**src/rtl/pay_arbiter_pkg.sv**
```systemverilog
// Shared definitions for the kiosk payment controller: FSM encodings and
// account-related constants.
package pay_arbiter_pkg;

  typedef enum logic [1:0] {
    ST_IDLE  = 2'd0,
    ST_CHECK = 2'd1,
    ST_RESP  = 2'd2
  } state_t;

  // Balance loaded into every valid account at reset.
  localparam int INIT_BAL_DEF = 100;

  // Account id 0 is reserved and never holds money.
  localparam int ID_RESERVED = 0;

endpackage

```
**src/rtl/pay_arbiter_rr_arbiter.sv**
```systemverilog
// Round-robin request picker: grants the first set request bit found when
// scanning upward from ptr, wrapping at N_REQ. Purely combinational.
module rr_arbiter #(
  parameter  int N_REQ = 4,
  localparam int PW    = $clog2(N_REQ)
) (
  input  logic [N_REQ-1:0] req,
  input  logic [PW-1:0]    ptr,
  output logic [N_REQ-1:0] grant,
  output logic [PW-1:0]    idx
);

  logic [PW-1:0] pos;
  logic          found;

  // Scan from ptr with wrap; N_REQ is a power of two so PW-bit addition wraps naturally.
  always_comb begin
    grant = '0;
    idx   = '0;
    pos   = '0;
    found = 1'b0;
    for (int i = 0; i < N_REQ; i++) begin
      pos = ptr + PW'(i);
      if (!found && req[pos]) begin
        found      = 1'b1;
        grant[pos] = 1'b1;
        idx        = pos;
      end
    end
  end

endmodule

```
**src/rtl/pay_arbiter.sv**
```systemverilog
// Transaction controller for the shared user-account datapath. Arbitrates
// kiosk purchases round-robin, owns the per-user balance file, checks and
// deducts, and accepts admin top-ups while idle.
//
// state | meaning
// IDLE  | accept a top-up (priority) or grant one kiosk request
// CHECK | compare balance against price, register ok/change
// RESP  | present response, commit deduction, advance RR pointer
module pay_arbiter
  import pay_arbiter_pkg::*;
#(
  parameter  int N_REQ    = 4,
  parameter  int ID_W     = 3,
  parameter  int AMT_W    = 16,
  parameter  int INIT_BAL = INIT_BAL_DEF,
  localparam int PW       = $clog2(N_REQ)
) (
  input  logic                   clk,
  input  logic                   rst_n,
  input  logic [N_REQ-1:0]       req_valid,
  input  logic [N_REQ*ID_W-1:0]  req_id,
  input  logic [N_REQ*AMT_W-1:0] req_price,
  output logic [N_REQ-1:0]       req_ready,
  output logic                   rsp_valid,
  output logic [PW-1:0]          rsp_port,
  output logic                   rsp_ok,
  output logic [AMT_W-1:0]       rsp_change,
  input  logic                   topup_valid,
  input  logic [ID_W-1:0]        topup_id,
  input  logic [AMT_W-1:0]       topup_amt,
  output logic                   topup_ready,
  output logic                   busy
);

  localparam int N_ACC = 1 << ID_W;

  state_t           state, state_nxt;
  logic [PW-1:0]    ptr;
  logic [N_REQ-1:0] grant;
  logic [PW-1:0]    grant_idx;
  logic             accept;
  logic             topup_fire;

  logic [PW-1:0]    g_q;
  logic [ID_W-1:0]  id_q;
  logic [AMT_W-1:0] price_q;

  logic [AMT_W-1:0] bal [N_ACC];
  logic [AMT_W-1:0] bal_cur;
  logic [AMT_W:0]   topup_sum;
  logic [AMT_W-1:0] topup_sat;

  rr_arbiter #(.N_REQ(N_REQ)) u_rr (
    .req   (req_valid),
    .ptr   (ptr),
    .grant (grant),
    .idx   (grant_idx)
  );

  // State register.
  always_ff @(posedge clk or negedge rst_n) begin
    if (!rst_n) state <= ST_IDLE;
    else        state <= state_nxt;
  end

  // Next-state and handshake outputs; top-ups win over kiosk requests in IDLE.
  always_comb begin
    state_nxt   = state;
    req_ready   = '0;
    topup_ready = 1'b0;
    accept      = 1'b0;
    topup_fire  = 1'b0;
    rsp_valid   = 1'b0;
    busy        = (state != ST_IDLE);
    case (state)
      ST_IDLE: begin
        if (topup_valid) begin
          topup_ready = 1'b1;
          topup_fire  = 1'b1;
        end else if (|req_valid) begin
          req_ready = grant;
          accept    = 1'b1;
          state_nxt = ST_CHECK;
        end
      end
      ST_CHECK: state_nxt = ST_RESP;
      ST_RESP: begin
        rsp_valid = 1'b1;
        state_nxt = ST_IDLE;
      end
      default: state_nxt = ST_IDLE;
    endcase
  end

  // Latch the granted kiosk's request; inputs are only looked at in the accept cycle.
  always_ff @(posedge clk or negedge rst_n) begin
    if (!rst_n) begin
      g_q     <= '0;
      id_q    <= '0;
      price_q <= '0;
    end else if (accept) begin
      g_q     <= grant_idx;
      id_q    <= req_id[grant_idx*ID_W +: ID_W];
      price_q <= req_price[grant_idx*AMT_W +: AMT_W];
    end
  end

  assign bal_cur = bal[id_q];

  // Response registers are loaded in CHECK so they hold between transactions.
  always_ff @(posedge clk or negedge rst_n) begin
    if (!rst_n) begin
      rsp_port   <= '0;
      rsp_ok     <= 1'b0;
      rsp_change <= '0;
    end else if (state == ST_CHECK) begin
      rsp_port <= g_q;
      if (id_q == ID_W'(ID_RESERVED)) begin
        rsp_ok     <= 1'b0;
        rsp_change <= '0;
      end else if (bal_cur >= price_q) begin
        rsp_ok     <= 1'b1;
        rsp_change <= bal_cur - price_q;
      end else begin
        rsp_ok     <= 1'b0;
        rsp_change <= bal_cur;
      end
    end
  end

  // Round-robin pointer moves past the kiosk just served.
  always_ff @(posedge clk or negedge rst_n) begin
    if (!rst_n)                 ptr <= '0;
    else if (state == ST_RESP)  ptr <= g_q + PW'(1);
  end

  assign topup_sum = {1'b0, bal[topup_id]} + {1'b0, topup_amt};
  assign topup_sat = topup_sum[AMT_W] ? {AMT_W{1'b1}} : topup_sum[AMT_W-1:0];

  // Balance file. Top-ups only happen in IDLE and deductions only in RESP, so
  // the two write sources never collide. The reserved slot is kept at zero.
  always_ff @(posedge clk or negedge rst_n) begin
    if (!rst_n) begin
      for (int i = 0; i < N_ACC; i++)
        bal[i] <= (i == ID_RESERVED) ? '0 : AMT_W'(INIT_BAL);
    end else if (topup_fire) begin
      if (topup_id != ID_W'(ID_RESERVED)) bal[topup_id] <= topup_sat;
    end else if (state == ST_RESP && rsp_ok) begin
      bal[id_q] <= rsp_change;
    end
  end

endmodule

```
**config.mk**
```make
export PLATFORM = sky130hd
export DESIGN_NAME = pay_arbiter
export DESIGN_NICKNAME = d
export VERILOG_FILES = /design/src/rtl/pay_arbiter_pkg.sv /design/src/rtl/pay_arbiter_rr_arbiter.sv /design/src/rtl/pay_arbiter.sv
export SDC_FILE = /design/constraint.sdc
export NUM_CORES = 1
export LEC_CHECK = 0
export ABC_AREA = 1
export CORE_MARGIN = 10
export CORE_UTILIZATION = 30
export DETAILED_ROUTE_END_ITERATION = 12
export SYNTH_ARGS = -nofsm -noshare
export SYNTH_HDL_FRONTEND = slang
export SYNTH_HIERARCHICAL = 1
export SYNTH_SLANG_ARGS = --single-unit
```
**constraint.sdc**
```tcl
create_clock -name clk -period 2.8 [get_ports clk]
set_input_delay 0.56 -clock clk [delete_from_list [all_inputs] [get_ports clk]]
set_output_delay 0.56 -clock clk [all_outputs]
set_load 0.005 [all_outputs]
```
==> results.md <==
* Final Cycle Share at 109%
* Slew Limit Fails at 0
* Failing checks: setup timing
* Initial antenna violation count at 0
* Global Route Usage Sum at 23.6%
* Via density at 5.49
* CTS tree: yes
* R2R depth at 22
* Final setup fails at about 130
* Site Rows at 74
* Reg-to-reg startpoint: id_q[1]$_DFFE_PN0P_
* Pwr Density at 1510 nW/um2
* Post-Route WL at slightly above 60000 um
* Synth async-reset ratio at between 90% and 100%
* Fmax at about 0.33 GHz
* Routability cong. at 1.02
* Hold Buf Count CTS at 0
* Synth Warn # at 6
* RSZ-0062 raised after global routing: yes
* Most frequent cells in the layout: nand2_1 (304), buf_4 (267), nor2_1 (187), a21oi_1 (172), inv_1 (167)
* IO Pins at 128
* Die area at 50500 um2
* Synth Flop Type: dfrtp_1
* Clk_lat worst skew at 0.45 ns
* Hold Path Class: input port to async pin
* CTS max path bufs at 2
* Total CTS buffers at 17
* Largest net degree at the start of global routing at 54
* Post-route antenna net violation count at 0
* Post-synthesis net count at 2039
* Reg2reg end: rsp_change[13]$_DFFE_PN0N_
* GRT overflow at 0
* Place WS at -1.26 ns
* WP data required at about 3.1 ns
* Register bit total from synthesis at around 170
* Slew @ Worst Pin at 0.657 ns
* Tot Pwr at 31.6 mW
* Commonest non-fill, non-tap cell in the layout: nand2_1
* # port buffers at 127
* Cells after Synth at approximately 1900
* Vias at about 16000
* Clock sinks at approximately 170
* Clk root buf: clkbuf_16
* Syn_area_per_cell at 6.62 um2
* DR pass1 iterations at 6
* Post-synthesis cell type count at a little under 50
* Critical Path Fanout Max at 7
* Worst setup SP type: flip-flop
* Vias in the first global route at 15409
* Worst clock skew at between 0.01 and 0.015 ns
* Share of cells above drive strength 1 at 41.4%
* Final Net Count at 2474
* VDD IR max at 0.920 mV
* Number of enable flip-flop cells after synthesis at 0
* Global-route wire length before repair at 92200 um
* DP HPWL at about 44000 um
* Initial Util at 30.6%
* WP data arrival at 3.38 ns
* Outcome: complete, but fails checks
* Final min period at 3.04 ns
* Hold Vio Cnt, Final at 0
* Worst Setup Slack, final at -0.241 ns
* Htree depth at 4
* Width of the die at 225 um
* Post-Syn Area at 12600 um2
* Area grow syn2layout at 66.6%
* Max_cap viols at 0
* Clk slew on worst S/H paths at 0.08 ns
* Drt drc at 0
* CP Capture Type: flip-flop
* Leak pwr at ~9.6 nW
* WL/cell at 21.6 um
* Max-slew headroom at 56.0%
* Initial DRC count at roughly 1600
* Sequential fraction of the synthesis area at 34.5%
* Placeable Area at just over 40000 um2
* FF-to-FF setup slack at -0.24 ns
* Die height at 225 um
* WS Path Type: flip-flop to flip-flop
* ANT cells at 0
[kinds of logic (layout without fill, tap and decap cells)]
| family | count (synthesis) | count (layout) | share of synthesized area [%] |
|---|---|---|---|
| adders and majority gates | 39 | 39 | 4.00 |
| DFF | 172 | 172 | 34.5 |
| AOI/OAI and AO/OA | 503 | 503 | 22.0 |
| buffers and inverters | 294 | 741 | 9.61 |
| and+or+nand+nor | 876 | 877 | 28.9 |
| xor gates and xnor gates | 14 | 14 | 0.976 |
[worst max-delay path: stages, from the launching register on]
cell     delay (ns)
dfrtp_2        0.50
buf_6          0.16
nand3_4        0.13
buf_6          0.17
o22ai_1        0.08
nor2_1         0.13
nand2_2        0.12
inv_2          0.09
ha_4           0.13
inv_2          0.04
fa_2           0.35
nand3_2        0.09
nand2_2        0.07
nand2_2        0.09
nand3_2        0.10
nand2_4        0.10
nand2_4        0.07
buf_6          0.14
buf_12         0.12
nand2_8        0.08
nand2_2        0.05
nand2_1        0.05
nand2_1        0.05
[metal layers]
| layer | GRT usage (%) | up-vias | share of wire [%] |
|---|---|---|---|
| li1 | - | 7168 | - |
| met1 | 30.0 | 7650 | 40 |
| met2 | 37.7 | 819 | 47 |
| met3 | 4.67 | 163 | 8.6 |
| met4 | 11.5 | 0 | 4.6 |
| met5 | 0 | - | 0 |
[cell usage after synthesis, types with 2 or more instances]
library cell  count  area [um2]
nand2_1         512        1920
a21oi_1         276        1380
nor2_1          216         811
inv_1           200         751
dfrtp_1         151        3780
o21ai_0         114         571
nand3_1          84         420
o22ai_1          40         250
clkbuf_1         39         146
ha_1             37         463
a22oi_1          29         218
nand4_1          27         169
buf_2            23         115
dfstp_2          21         552
a221oi_1         19         166
buf_4            11        82.6
o21ai_1          10        50.1
inv_2             9        33.8
nand2_2           8        50.1
xnor2_1           8        70.1
nand3b_1          6        45.0
xor2_1            6        52.6
and2_1            5        31.3
a21boi_0          4        30.0
buf_1             4        15.0
clkinv_1          4        15.0
nor2_2            3        18.8
nor3_1            3        15.0
o211ai_1          3        22.5
a21o_1            2        15.0
buf_6             2        22.5
fa_1              2        40.0
nand2_4           2        22.5
nand2_8           2        40.0
nand3_2           2        20.0
[through the flow]
step,hold slack [ns],TNS (ns),cell area (um2),instances,util (%)
2_1_floorplan,0.264,-4.23,12700,1898,-
3_3_place_gp,0.493,-133.63,16900,2773,41.0
3_5_place_dp,0.492,-139.53,16900,2773,41.0
4_1_cts,0.0906,-5.60,19600,2858,47.7
5_1_grt,0.0909,-25.75,20900,2878,50.9
6_report,0.0502,-20.62,20900,2878,50.9
[registers in the layout, summed over array words and instances (netlist names)]
name        cells
bal           128
price_q        16
rsp_change     16
id_q            3
g_q             2
ptr             2
rsp_port        2
state           2
rsp_ok          1
[worst max path at each step]
| stage | start | to | slack, ns | cells past startpoint |
|---|---|---|---|---|
| global placement | topup_id[0] | bal[94]$_DFFE_PN0P_ | -1.22 | 18 |
| floorplan | topup_id[1] | bal[91]$_DFFE_PN0P_ | -0.07 | 17 |
| CTS | id_q[1]$_DFFE_PN0P_ | rsp_change[13]$_DFFE_PN0N_ | -0.14 | 24 |
| global route | id_q[1]$_DFFE_PN0P_ | rsp_change[0]$_DFFE_PN0N_ | -0.31 | 21 |
| finish | id_q[1]$_DFFE_PN0P_ | rsp_change[13]$_DFFE_PN0N_ | -0.24 | 22 |
| detailed placement | topup_id[2] | bal[47]$_DFFE_PN0P_ | -1.26 | 18 |
[area by class of cell]
type / count / area (um2)
sequential: 172 / 4330
multi-input combinational: 1433 / 9740
timing repair inverter: 1 / 6.26
clock inverter: 12 / 86.3
inverter: 215 / 885
clock buffer: 20 / 457
fill: 3895 / 20200
tap: 532 / 666
timing repair buffer: 493 / 4770
[where the power goes]
group / switching [mW] / internal (mW) / total (mW)
sequential: 1.14 / 3.81 / 4.96
clock: 1.15 / 1.19 / 2.34
combinational: 13.6 / 10.7 / 24.3
total: 15.9 / 15.7 / 31.6
[what timing repair did]
action / 4_1_cts / 5_1_grt
setup buffers: 51 / 24
endpoints found under the setup margin: 133 / 133
cloned: 4 / 2
resized for setup: 463 / 310
pin swaps: 126 / 115
No activity file was read; power rests on OpenSTA's default activity.
